**src/rtl/cnt120_dn.sv**
```systemverilog
// Modulo-MODULUS down-counter with asynchronous master reset, active-low clamped
// parallel load, CET-gated terminal count on zero, a one-cycle wrap pulse and a sticky underflow flag.
module cnt120_dn #(
   parameter int WIDTH   = 8,
   parameter int MODULUS = 120
) (
   input  logic             Clk,
   input  logic             MR,
   input  logic             CEP,
   input  logic             CET,
   input  logic             PE,
   input  logic [WIDTH-1:0] D,
   output logic [WIDTH-1:0] Q,
   output logic             TC,
   output logic             WRP,
   output logic             UFL
);

   typedef enum logic [1:0] {
      OP_HOLD,
      OP_LOAD,
      OP_COUNT
   } op_t;

   localparam logic [WIDTH-1:0] MAX_Q = WIDTH'(MODULUS - 1);

   op_t  op;
   logic q_zero;

   // Out-of-range load data saturates to the top count so Q never leaves 0..MODULUS-1.
   function automatic logic [WIDTH-1:0] clamp_load(input logic [WIDTH-1:0] d);
      if (int'(d) >= MODULUS) return MAX_Q;
      return d;
   endfunction

   always_comb begin
      op = OP_HOLD;
      if (!PE)
         op = OP_LOAD;
      else if (CEP && CET)
         op = OP_COUNT;
   end

   assign q_zero = (Q == '0);
   assign TC     = CET & q_zero;

   // Registered count, wrap pulse and sticky underflow.
   always_ff @(posedge Clk or posedge MR) begin
      if (MR) begin
         Q   <= '0;
         WRP <= 1'b0;
         UFL <= 1'b0;
      end else begin
         case (op)
            OP_LOAD: begin
               Q   <= clamp_load(D);
               WRP <= 1'b0;
               UFL <= 1'b0;
            end
            OP_COUNT: begin
               if (q_zero) begin
                  Q   <= MAX_Q;
                  WRP <= 1'b1;
                  UFL <= 1'b1;
               end else begin
                  Q   <= Q - WIDTH'(1);
                  WRP <= 1'b0;
               end
            end
            default: begin
               WRP <= 1'b0;
            end
         endcase
      end
   end

endmodule

```
**config.mk**
```make
export PLATFORM = sky130hd
export DESIGN_NAME = cnt120_dn
export DESIGN_NICKNAME = d
export VERILOG_FILES = /design/src/rtl/cnt120_dn.sv
export SDC_FILE = /design/constraint.sdc
export NUM_CORES = 1
export LEC_CHECK = 0
export CAP_MARGIN = 20
export CORE_UTILIZATION = 35
export CTS_CLUSTER_DIAMETER = 50
export DETAILED_ROUTE_END_ITERATION = 10
export PLACE_DENSITY = 0.66
export SYNTH_ARGS = -nofsm -noshare
export SYNTH_HDL_FRONTEND = slang
export SYNTH_SLANG_ARGS = --single-unit
```
**constraint.sdc**
```tcl
create_clock -name Clk -period 2 [get_ports Clk]
set_input_delay 0.5 -clock Clk [delete_from_list [all_inputs] [get_ports Clk]]
set_output_delay 0.5 -clock Clk [all_outputs]
set_load 0.03 [all_outputs]
```
==> metrics.cfg <==
[yosys]
synth.mux.area_fraction = 0
synth_area_um2 = 651
ys_ff_latch = 10
synth_xor_area_frac = 0
synth-main-ff-cell = dfrtp_1
synth_cells = 72
synth_compound_area_frac = 0.244
ys_seq_area_frac = 0.385
syn-num-nets = 87
post_synth.cell_area_avg_um2 = 9.04
synth_top_cell_area_share = 0.385
synth_top_family_by_area = simple AND/OR/NAND/NOR gates
ys_top_cells_by_area = dfrtp_1, a21oi_1, ha_1, nor2_1, inv_1
yosysUniqueCellTypes = 34
synth-simple-area-share = 0.285
synth_fa_ha_area_frac = 0.0385
yosysTopAreaCell = dfrtp_1
yosys_warnings = 0
async_flop_share = 1.00
synth_enable_flop_cells = 0

[timing]
slew_headroom = 0.722
worst_pin_slew_ns = 0.416
worst_hold_slack_ns = 0.502
rsz0062_at_grt = true
layout_setup_ws_ns = -0.0835
setup-violations-final = 1
hold_viol = 0
maxSlewViolCount = 0
layout_min_cycle_time_ns = 2.08
fin_worst_skew_ns = 0.0139
max_freq_mhz = 480
fin_crit_sh = 1.04

[grt]
grt_antenna_before_repair = 0
grt_max_degree = 11
grt_pass1_wl_mm = 3.11
grt_pass1_vias = 705
track_usage = 0.217
overflow = 0

[cts]
clkSinkCount = 10
htree_levels = 1
cts_buffer_depth = 2
cts_buffers = 3
cts_root_buf = clkbuf_4
clk_latency_ns = 0.28
tritoncts = built
clk_pin_slew_worst_paths_ns = 0.08

[final_layout]
area_growth_pct = 67.9
drive_gt1_frac = 0.294
antenna_cells = 0
nets = 125
final_util = 0.633

[detailed_routing]
ant_nets = 0
drt_wl_total_mm = 2.02
drtIter0Drc = 28
drc_errors = 0
routed_via_density = 5.42
vias = 726
first_pass_iters = 4
wl_per_cell_um = 15.0

[worst_setup_path]
startpoint_type = flip-flop
cp-end-kind = output pin
arrival_ns = 1.58
critical_path_class = flip-flop to output pin
worstPathRequired_ns = 1.50
cp_max_fo = 2

[placed_design]
hpwl_mm = 1.35
globalplace.congestion = 0.794
port-buffer-count = 23

[floorplan]
dieWidth_um = 45.1
initial_core_util = 0.377
core_area_um2 = 1730
ios = 24
fp.dieH_um = 45.1
row_count = 15
die_area_um2 = 2040

[job]
cap_violations = 0

[run_status]
violations = setup timing
status = complete, but fails checks

[power_and_ir_drop]
ir_drop_uv = 452
p_per_area_nw_per_um2 = 609
p_leak_uw = 0.000461
power_uw = 665

[worst_hold_path]
worstHoldPathType = primary input to asynchronous set/reset pin

==> flip-flops by register name, summed over array words and instances, names as in the netlist <==
name  flops
Q         8
UFL       1
WRP       1
==> kinds of logic (layout without fill, tap and decap cells) <==
group / count (synthesis) / after routing
fa+ha+maj: 2 / 2
simple gates: 31 / 31
flops: 10 / 10
compound gates: 21 / 21
buf+inv: 8 / 45
==> worst max-delay path, stage by stage, from the launching register on <==
cell     delay [ns]
dfrtp_2        0.42
inv_2          0.08
ha_4           0.13
nor3b_4        0.20
and3_4         0.22
and2_4         0.14
buf_6          0.12
==> synthesized netlist by cell type (2+ instances only) <==
cell and n:
nor2b_1 2, nor2_1 6, dfrtp_1 10, and2_1 2, nand2_1 5, nand3_1 3, ha_1 2, a21oi_1 5
o221ai_1 2, o21ai_0 2, inv_1 5, clkbuf_1 2, nor3_1 3, o32ai_1 2, a31oi_1 2
==> report_power, final <==
group	total [uW]	switching (uW)	leakage, uW	internal (uW)
logic	225	113	0.000323	112
registers	252	31.1	0.000117	221
clock network	188	77.4	0.0000210	111
total	665	222	0.000461	443
==> placed cells by master (no fill, tap or decap), drive strengths merged, types with 2 or more instances in the layout <==
cell type      instances
ha                     2
a21oi                  5
a31oi                  2
and2                   2
nand3                  3
o21ai                  3
nor2                   6
o221ai                 2
clkbuf                 4
inv                    5
nor2b                  2
dfrtp                 10
clkdlybuf4s50         19
nand2                  5
buf                   14
nor3                   3
o32ai                  2
dlymetal6s2s           2
==> worst paths after layout <==
path | end | slack, ns | start | cells past startpoint
worst max-delay path | TC | -0.08 | Q[0] | 6
worst min-delay path | Q[3] | 0.50 | MR | 2
worst max register to register | Q[6] | 0.05 | Q[0] | 9
worst min register to register | UFL | 0.53 | UFL | 2
max in group asynchronous | Q[1] | 1.17 | MR | 2
min in group Clk | UFL | 0.53 | UFL | 2
==> layer usage <==
layer | vias up | wire length, um | global-route usage
met5 | - | 0 | 0
li1 | 347 | - | -
met1 | 334 | 837 | 0.277
met2 | 41 | 942 | 0.328
met4 | 0 | 38 | 0.0727
met3 | 4 | 196 | 0.0920
==> through the flow <==
stage	instance area [um2]	setup TNS, ns	setup WS, ns	instances
3_5_place_dp	946	0	0.120	123
3_3_place_gp	946	0	0.149	123
4_1_cts	1080	-0.0901	-0.0707	134
6_report	1090	-0.0835	-0.0835	134
5_1_grt	1090	-0.147	-0.147	134
2_1_floorplan	654	0	0.0224	72
==> final cells by class <==
| type | instances | area [um2] |
|---|---|---|
| Clock buffer | 4 | 36.3 |
| Fill cell | 154 | 634 |
| Inverter | 5 | 21.3 |
| Multi-Input combinational cell | 54 | 414 |
| Sequential cell | 10 | 253 |
| Tap cell | 25 | 31.3 |
| Timing Repair Buffer | 36 | 337 |
==> what timing repair did <==
action | in CTS | in global routing
pin swaps | 5 | 3
setup buffers | 8 | 0
hold buffers | 0 | 0
setup endpoints to repair | 2 | 5
gates resized for setup | 13 | 3
(Power assumes the default switching activity.)
